`config.mk`:
```
export PLATFORM = sky130hd
export DESIGN_NAME = multi_main_fsm
export DESIGN_NICKNAME = d
export VERILOG_FILES = /design/src/rtl/multi_ctrl_pkg.sv /design/src/rtl/multi_ctrl_outdec.sv /design/src/rtl/multi_main_fsm.sv
export SDC_FILE = /design/constraint.sdc
export NUM_CORES = 1
export LEC_CHECK = 0
export CAP_MARGIN = 20
export CORE_MARGIN = 4
export CORE_UTILIZATION = 40
export CTS_BUF_LIST = sky130_fd_sc_hd__clkbuf_4
export CTS_CLUSTER_SIZE = 14
export DETAILED_ROUTE_END_ITERATION = 16
export GPL_TIMING_DRIVEN = 0
export PLACE_DENSITY = 0.81
export REMOVE_ABC_BUFFERS = 1
export SLEW_MARGIN = 25
export SYNTH_ARGS = -nofsm -noshare
export SYNTH_HDL_FRONTEND = slang
export SYNTH_SLANG_ARGS = --single-unit
```
`constraint.sdc`:
```
create_clock -name clk -period 2.09 [get_ports clk]
set_clock_uncertainty 0.15 [all_clocks]
set_input_delay 0.209 -clock clk [delete_from_list [all_inputs] [get_ports clk]]
set_output_delay 0.209 -clock clk [all_outputs]
set_load 0.005 [all_outputs]
```
`src/rtl/multi_ctrl_pkg.sv`:
```
// Shared types and encodings for the multi-cycle MIPS main controller:
// state encoding, opcodes, datapath mux/ALU codes and the control word.
package multi_ctrl_pkg;

    typedef enum logic [3:0] {
        INIT    = 4'd0,
        FETCH   = 4'd1,
        DECODE  = 4'd2,
        MEMADR  = 4'd3,
        MEMRD   = 4'd4,
        MEMWB   = 4'd5,
        MEMWR   = 4'd6,
        RTYPEEX = 4'd7,
        RTYPEWB = 4'd8,
        BEQEX   = 4'd9,
        ADDIEX  = 4'd10,
        ADDIWB  = 4'd11,
        JEX     = 4'd12
    } state_t;

    localparam logic [5:0] OP_RTYPE = 6'b000000;
    localparam logic [5:0] OP_LW    = 6'b100011;
    localparam logic [5:0] OP_SW    = 6'b101011;
    localparam logic [5:0] OP_BEQ   = 6'b000100;
    localparam logic [5:0] OP_ADDI  = 6'b001000;
    localparam logic [5:0] OP_J     = 6'b000010;

    localparam logic [1:0] ALUOP_ADD   = 2'b00;
    localparam logic [1:0] ALUOP_SUB   = 2'b01;
    localparam logic [1:0] ALUOP_FUNCT = 2'b10;

    localparam logic [1:0] SRCB_B      = 2'b00;
    localparam logic [1:0] SRCB_FOUR   = 2'b01;
    localparam logic [1:0] SRCB_IMM    = 2'b10;
    localparam logic [1:0] SRCB_IMMSH2 = 2'b11;

    localparam logic [1:0] PCSRC_ALU    = 2'b00;
    localparam logic [1:0] PCSRC_ALUOUT = 2'b01;
    localparam logic [1:0] PCSRC_JUMP   = 2'b10;

    typedef struct packed {
        logic       iord;
        logic       mem_write;
        logic       ir_write;
        logic       reg_dst;
        logic       mem_to_reg;
        logic       reg_write;
        logic       alu_src_a;
        logic [1:0] alu_src_b;
        logic [1:0] pc_src;
        logic [1:0] alu_op;
        logic       pc_write;
        logic       branch;
    } ctrl_t;

endpackage

```
`src/rtl/multi_ctrl_outdec.sv`:
```
// Combinational state -> control word decode for the main controller.
// Only the fetch strobes depend on mem_ready; everything else is pure Moore.
module multi_ctrl_outdec
    import multi_ctrl_pkg::*;
(
    input  logic [3:0]                state,
    input  logic                      mem_ready,
    output logic [$bits(ctrl_t)-1:0]  ctrl
);

    ctrl_t cw;

    always_comb begin
        cw = '0;
        case (state_t'(state))
            FETCH: begin
                cw.alu_src_b = SRCB_FOUR;
                cw.alu_op    = ALUOP_ADD;
                cw.pc_src    = PCSRC_ALU;
                cw.ir_write  = mem_ready;
                cw.pc_write  = mem_ready;
            end
            DECODE: begin
                cw.alu_src_b = SRCB_IMMSH2;
                cw.alu_op    = ALUOP_ADD;
            end
            MEMADR, ADDIEX: begin
                cw.alu_src_a = 1'b1;
                cw.alu_src_b = SRCB_IMM;
                cw.alu_op    = ALUOP_ADD;
            end
            MEMRD: begin
                cw.iord = 1'b1;
            end
            MEMWR: begin
                // write strobe held for the entire wait, not just the ready cycle
                cw.iord      = 1'b1;
                cw.mem_write = 1'b1;
            end
            MEMWB: begin
                cw.mem_to_reg = 1'b1;
                cw.reg_write  = 1'b1;
            end
            RTYPEEX: begin
                cw.alu_src_a = 1'b1;
                cw.alu_src_b = SRCB_B;
                cw.alu_op    = ALUOP_FUNCT;
            end
            RTYPEWB: begin
                cw.reg_dst   = 1'b1;
                cw.reg_write = 1'b1;
            end
            ADDIWB: begin
                cw.reg_write = 1'b1;
            end
            BEQEX: begin
                cw.alu_src_a = 1'b1;
                cw.alu_op    = ALUOP_SUB;
                cw.pc_src    = PCSRC_ALUOUT;
                cw.branch    = 1'b1;
            end
            JEX: begin
                cw.pc_src   = PCSRC_JUMP;
                cw.pc_write = 1'b1;
            end
            default: cw = '0;
        endcase
    end

    assign ctrl = cw;

endmodule

```
`src/rtl/multi_main_fsm.sv`:
```
// Main control FSM of the multi-cycle MIPS CPU: state register, next-state
// logic and the pc_en / illegal_op glue around the control word decoder.
module multi_main_fsm
    import multi_ctrl_pkg::*;
(
    input  logic       clk,
    input  logic       rst_n,
    input  logic [5:0] opcode,
    input  logic       zero,
    input  logic       mem_ready,
    output logic       iord,
    output logic       mem_write,
    output logic       ir_write,
    output logic       reg_dst,
    output logic       mem_to_reg,
    output logic       reg_write,
    output logic       alu_src_a,
    output logic [1:0] alu_src_b,
    output logic [1:0] pc_src,
    output logic [1:0] alu_op,
    output logic       pc_en,
    output logic       illegal_op,
    output logic [3:0] state
);

    state_t                   state_reg;
    state_t                   state_next;
    logic                     illegal_next;
    logic [$bits(ctrl_t)-1:0] ctrl_bits;
    ctrl_t                    ctrl;

    always_ff @(posedge clk or negedge rst_n) begin
        if (!rst_n) begin
            state_reg <= INIT;
        end else begin
            state_reg <= state_next;
        end
    end

    always_comb begin
        state_next   = state_reg;
        illegal_next = 1'b0;
        case (state_reg)
            INIT:    state_next = FETCH;
            FETCH:   if (mem_ready) state_next = DECODE;
            DECODE: begin
                case (opcode)
                    OP_LW, OP_SW: state_next = MEMADR;
                    OP_RTYPE:     state_next = RTYPEEX;
                    OP_BEQ:       state_next = BEQEX;
                    OP_ADDI:      state_next = ADDIEX;
                    OP_J:         state_next = JEX;
                    default: begin
                        state_next   = FETCH;
                        illegal_next = 1'b1;
                    end
                endcase
            end
            MEMADR:  state_next = (opcode == OP_LW) ? MEMRD : MEMWR;
            MEMRD:   if (mem_ready) state_next = MEMWB;
            MEMWR:   if (mem_ready) state_next = FETCH;
            RTYPEEX: state_next = RTYPEWB;
            ADDIEX:  state_next = ADDIWB;
            MEMWB, RTYPEWB, ADDIWB, BEQEX, JEX: state_next = FETCH;
            default: state_next = INIT;
        endcase
    end

    multi_ctrl_outdec u_outdec (
        .state     (state_reg),
        .mem_ready (mem_ready),
        .ctrl      (ctrl_bits)
    );

    assign ctrl       = ctrl_t'(ctrl_bits);
    assign iord       = ctrl.iord;
    assign mem_write  = ctrl.mem_write;
    assign ir_write   = ctrl.ir_write;
    assign reg_dst    = ctrl.reg_dst;
    assign mem_to_reg = ctrl.mem_to_reg;
    assign reg_write  = ctrl.reg_write;
    assign alu_src_a  = ctrl.alu_src_a;
    assign alu_src_b  = ctrl.alu_src_b;
    assign pc_src     = ctrl.pc_src;
    assign alu_op     = ctrl.alu_op;
    assign pc_en      = ctrl.pc_write | (ctrl.branch & zero);
    assign illegal_op = illegal_next;
    assign state      = state_reg;

endmodule
```
Word level (Yosys, flattened, before mapping)

Cells that the tools add are included.

Bits in registers: 4
Output and inout bits: 19
Logic and storage cells: 53

Equality and inequality tests: 20
Mux-type cells: 20
Bitwise operators: 2
Reductions and logical operators: 10

Operators by type and width:

| cell               | number |
|---|---|
| $pmux 4 s8         | 1 |
| $eq 4x4->1 const B | 5 |
| $pmux 4 s5         | 1 |
| $eq 4x3->1 const B | 4 |
| $eq 6x6->1 const B | 2 |
| $mux 4             | 3 |
| $reduce_or 6->1    | 2 |
| $mux 1             | 10 |
| $eq 4x2->1 const B | 2 |
| $pmux 2 s2         | 2 |
| $eq 6x2->1 const B | 1 |
| $eq 6x3->1 const B | 1 |
| $eq 6x4->1 const B | 1 |
| $logic_not 6->1    | 1 |
| $ne 2x2->1 const B | 3 |
| $pmux 2 s3         | 1 |
| $reduce_or 2->1    | 3 |
| $eq 4x1->1 const B | 1 |
| $logic_not 4->1    | 1 |
| $reduce_or 4->1    | 1 |
| $reduce_and 3->1   | 1 |
| $reduce_or 3->1    | 1 |
| $mux 2             | 1 |
| $pmux 1 s2         | 1 |
| 2 further kinds    | 2 |

Depth between registers and ports, before layout

Depth in word-level cells: 4
Mapped depth: 5

Hierarchy

A second synthesis with hierarchy kept.

Cell total of the unflattened synthesis: 80
Area total of the unflattened synthesis: 610.6 um^2

Modules (own cells, without submodules):

| module            | times used | cells an instance | area each (um^2) | sequential area each (um^2) |
|---|---|---|---|---|
| multi_main_fsm    | 1          | 49                | 385.4            | 100.1 |
| multi_ctrl_outdec | 1          | 31                | 225.2            | 0.0 |

Worst setup path after synthesis

OpenSTA, ideal clock, no wires.

Kind: reg-to-output
From: reg state_reg[2] (netlist: state[2])
To: out pc_en
Data arrival time: 1.181 ns
Required time: 1.731 ns
Slack: 0.550 ns
Stages on the path, launching flop included: 6
Path buffers: 2
Cells stage by stage: dfrtp_1 -> clkbuf_1 -> buf_4 -> nand2_1 -> nor3_1 -> a211o_1

Cells in the longest elaborated chain, start to end: 4
Elaborated cells between the ends (all ways): 7
Classes of those cells: eq/ne: 3; mux: 2; bitwise: 2

RTL lines:

| element                | line                    | text |
|---|---|---|
| from (decl)            | multi_main_fsm.sv:26    | `state_t state_reg;` |
| from (signal assigned) | multi_main_fsm.sv:36    | `state_reg <= state_next;` |
| $eq 4x4->1             | multi_ctrl_outdec.sv:15 | `case (state_t'(state))` |
| $mux 1                 | multi_ctrl_outdec.sv:15 |  |
| $and 1x1->1            | multi_main_fsm.sv:86    | `assign pc_en = ctrl.pc_write \| (ctrl.branch & zero);` |
| $or 1x1->1 (*)         | multi_main_fsm.sv:86    |  |
| to (decl)              | multi_main_fsm.sv:21    | `output logic pc_en,` |

Every way passes the cells marked *; elsewhere a longest branch is shown, timed or not.

Final worst setup path

From: reg state_reg[0] (netlist: state[0])
To: out reg_write

Cells in the longest elaborated chain, start to end: 3
Elaborated cells between the ends (all ways): 5
Classes of those cells: eq/ne: 3; mux: 1; reduce/logical: 1

RTL lines:

| element                                  | line                    | text |
|---|---|---|
| $eq 4x3->1 or $eq 4x4->1 (tied branches) | multi_ctrl_outdec.sv:15 |  |
| $reduce_or 3->1 (no source line) (*)     | --                      |  |
| $mux 1 (*)                               | multi_ctrl_outdec.sv:15 |  |
| to (decl)                                | multi_main_fsm.sv:16    | `output logic reg_write,` |

Marked as above.

==> load_flow_metrics.sql <==
INSERT INTO impl_metrics (metric_group, metric, value, unit) VALUES
('final_layout', 'count_of_nets_after_finishing', '133', ''),
('global_route', 'overflow', '0', ''),
('synth', 'total_standard_cell_area_after_synthesis', '561', 'sq um'),
('synth', 'seq_area_frac_synth', '17.9', '%'),
('cts', 'cts.sinks', '4', ''),
('synth', 'yosys_register_bits', '4', ''),
('cts', 'cts_tree', 'yes', ''),
('flow_run', 'cap_viol_max_count', '0', ''),
('synth', 'mapped_avg_cell_area', '7.28', 'sq um'),
('setup_path', 'cp_data_required_time', '1.73', 'ns'),
('floorplanning', 'core_area', '1320', 'sq um'),
('sta', 'finalCritPeriodShare', '97.6', '%'),
('final_layout', 'drive_above_1_share', '31.4', '%'),
('setup_path', 'timing.critical_path.from', 'state[0]', ''),
('cts', 'ctsHtreeMaxLevel', '1', ''),
('sta', 'timing.setup.tns', '0', 'ns'),
('drt', 'dr.pass1.iters', '4', ''),
('sta', 'final-max-slew-violation-count', '0', ''),
('power', 'swShare', '40.2', '%'),
('floorplanning', 'floorplan.initialDensity', '42.5', '%'),
('min_path', 'hold_class', 'in2async', ''),
('drt', 'antenna_left', '0', ''),
('setup_path', 'cp.arrival', '1.68', 'ns'),
('synth', 'synth.largest_area_cell', 'sky130_fd_sc_hd__dfrtp_1', ''),
('drt', 'remaining_drc_errors', '0', ''),
('global_route', 'grt_pass1_wl', '3.22', 'mm'),
('cts', 'clock_latency', '0.25', 'ns'),
('placed_design', 'finalWeightedCongestion', '0.768', ''),
('power', 'seq_power_share', '15.3', '%'),
('power', 'totalPowerFinal', '1.30', 'mW'),
('sta', 'fin_crit', '2.04', 'ns'),
('global_route', 'globalRouteTotalUtil', '21.7', '%'),
('final_layout', 'flow.area_growth_from_synthesis', '89.7', '%'),
('sta', 'worst_slew_margin_rel', '62.9', '%'),
('final_layout', 'post-route-util', '80.7', '%'),
('setup_path', 'worst_path_largest_cell_delay', '0.50', 'ns'),
('floorplanning', 'fp.dieArea', '2060', 'sq um'),
('outcome', 'status', 'complete, no violations', ''),
('final_layout', 'final_design_area_no_fill', '1060', 'sq um'),
('synth', 'leading_post_synthesis_cells_by_cell_area', 'sky130_fd_sc_hd__dfrtp_1, sky130_fd_sc_hd__nor2_1, sky130_fd_sc_hd__nand2b_1', ''),
('sta', 'unrepaired_setup_endpoints_after_global_routing', 'yes', ''),
('sta', 'worst-slew-pin-transition', '0.549', 'ns'),
('synth', 'number_of_cells_produced_by_synthesis', '77', ''),
('floorplanning', 'ios', '29', ''),
('placed_design', 'place.port_buffers', '28', ''),
('power', 'p_int', '0.776', 'mW'),
('global_route', 'first_global_vias', '703', ''),
('final_layout', 'antennaDiodeCount', '0', ''),
('floorplanning', 'row_count', '13', ''),
('placed_design', 'post_dp_cell_area', '822', 'sq um'),
('power', 'power.net_switching', '0.521', 'mW'),
('global_route', 'grt_antenna_before_repair', '0', ''),
('power', 'power.density_cell_area', '1220', 'nW/um^2'),
('synth', 'yosys.cell_types.count', '37', ''),
('placed_design', 'dp_hpwl', '1.14', 'mm'),
('setup_path', 'cell_at_the_slowest_stage_of_the_critical_path', 'sky130_fd_sc_hd__clkdlybuf4s50_1', ''),
('final_layout', 'layout.cells.most_common_list', 'sky130_fd_sc_hd__clkdlybuf4s50_1, sky130_fd_sc_hd__buf_4, sky130_fd_sc_hd__nor2_1', ''),
('global_route', 'grt_start_max_net_pins', '13', ''),
('cts', 'clkTransAtPathRegs', '0.05', 'ns'),
('synth', 'yosysTopAreaCellShare', '17.9', '%'),
('cts', 'cts-root-buf', 'sky130_fd_sc_hd__clkbuf_4', ''),
('drt', 'wire_per_inst', '17.1', 'um'),
('setup_path', 'cp_cell_sequence', 'buf_12 > nor3_2 > a21o_1 > clkdlybuf4s50_1', ''),
('sta', 'fmax', '490', 'MHz'),
('floorplanning', 'die_x', '45.4', 'um'),
('sta', 'fin_hold_ws', '0.0120', 'ns'),
('setup_path', 'crit_path_category', 'reg2out', ''),
('cts', 'clock_tree.buffer_depth', '2', ''),
('sta', 'finalSetupViolCount', '0', ''),
('drt', 'vias_per_cell', '5.92', ''),
('power', 'max-vdd-ir-drop', '0.629', 'mV');
==> logic make-up (layout without fill, tap and decap cells) <==
family | after synthesis | count (layout) | share of synthesized area (%)
flops | 4 | 4 | 17.9
mux | 2 | 2 | 3.57
xor+xnor | 2 | 2 | 3.13
compound gates | 22 | 22 | 27.7
simple gates | 39 | 39 | 40.4
buf+inv | 8 | 52 | 7.36
==> layer usage <==
layer	vias up	wire (um)	GRT usage, %
li1	379	-	-
met1	373	987	27.1
met2	49	1140	36.2
met3	4	188	5.53
met4	0	12	6.43
met5	-	0	0
==> timing repair <==
| action | 4_1_cts | 5_1_grt |
|---|---|---|
| setup buffers | 12 | 8 |
| resized for setup | 16 | 10 |
| hold buffers | 0 | 0 |
| pin swaps | 1 | 0 |
| endpoints found under the setup margin | 14 | 6 |
==> cells in the mapped netlist <==
master,n
sky130_fd_sc_hd__o21bai_1,1
sky130_fd_sc_hd__xor2_1,2
sky130_fd_sc_hd__nor2_1,9
sky130_fd_sc_hd__a22o_1,1
sky130_fd_sc_hd__and3_1,3
sky130_fd_sc_hd__a21o_1,1
sky130_fd_sc_hd__buf_2,3
sky130_fd_sc_hd__clkbuf_1,2
sky130_fd_sc_hd__nand2_1,2
sky130_fd_sc_hd__inv_1,1
sky130_fd_sc_hd__a31oi_1,1
sky130_fd_sc_hd__a211o_1,1
sky130_fd_sc_hd__a311o_1,1
sky130_fd_sc_hd__nand2b_1,4
sky130_fd_sc_hd__nor3b_1,3
sky130_fd_sc_hd__o21ai_0,4
sky130_fd_sc_hd__o2111ai_1,1
sky130_fd_sc_hd__nor3_1,5
sky130_fd_sc_hd__dfrtp_1,4
sky130_fd_sc_hd__and3b_1,2
sky130_fd_sc_hd__nor2b_1,4
sky130_fd_sc_hd__o211ai_1,1
sky130_fd_sc_hd__nor4_1,1
sky130_fd_sc_hd__a21oi_1,4
sky130_fd_sc_hd__a311oi_1,1
sky130_fd_sc_hd__a2111o_1,1
sky130_fd_sc_hd__mux2i_1,2
sky130_fd_sc_hd__nor4b_1,1
sky130_fd_sc_hd__and4_1,1
sky130_fd_sc_hd__a211o_2,1
sky130_fd_sc_hd__o21ai_1,1
sky130_fd_sc_hd__buf_4,2
sky130_fd_sc_hd__or4_1,2
sky130_fd_sc_hd__nand4_1,1
sky130_fd_sc_hd__and2_1,1
sky130_fd_sc_hd__o21a_1,1
sky130_fd_sc_hd__a21boi_1,1
==> worst paths after layout <==
path	endpoint	slack, ns	cells past startpoint
max	reg_write	0.05	4
min	state[3]	0.01	1
max reg2reg	state[1]	0.19	5
min reg2reg	state[1]	0.58	3
max in group asynchronous	state[1]	1.58	1
min in group clk	state[3]	0.39	5
==> final cells by class <==
| type | count | area, sq um |
|---|---|---|
| Clock buffer | 3 | 22.5 |
| Fill cell | 93 | 254 |
| Inverter | 1 | 3.75 |
| Multi-Input combinational cell | 65 | 469 |
| Sequential cell | 4 | 105 |
| Tap cell | 15 | 18.8 |
| Timing Repair Buffer | 48 | 444 |
==> power groups by stage <==
stage               clock network [mW]  logic, mW  registers, mW
floorplan                            0      0.310          0.217
global placement                     0      0.594          0.249
detailed placement                   0      0.601          0.254
CTS                             0.0999      0.837          0.203
global route                     0.119       1.07          0.203
finish                           0.106      0.992          0.198
==> worst max-delay path, delay by kind of cell (launching register included) <==
kind / cells / cell delay, ns
AOI/OAI and AO/OA: 1 / 0.11
DFF: 1 / 0.46
and+or+nand+nor: 1 / 0.20
buffers and inverters: 2 / 0.66
==> through the flow <==
| step | worst slack [ns] | instances |
|---|---|---|
| 3_5_place_dp | -0.136 | 113 |
| 3_3_place_gp | -0.132 | 113 |
| 4_1_cts | -0.0146 | 128 |
| 5_1_grt | -0.0178 | 136 |
| 6_report | 0.0508 | 136 |
| 2_1_floorplan | 0.466 | 70 |
No activity file was read; power rests on OpenSTA's default activity.
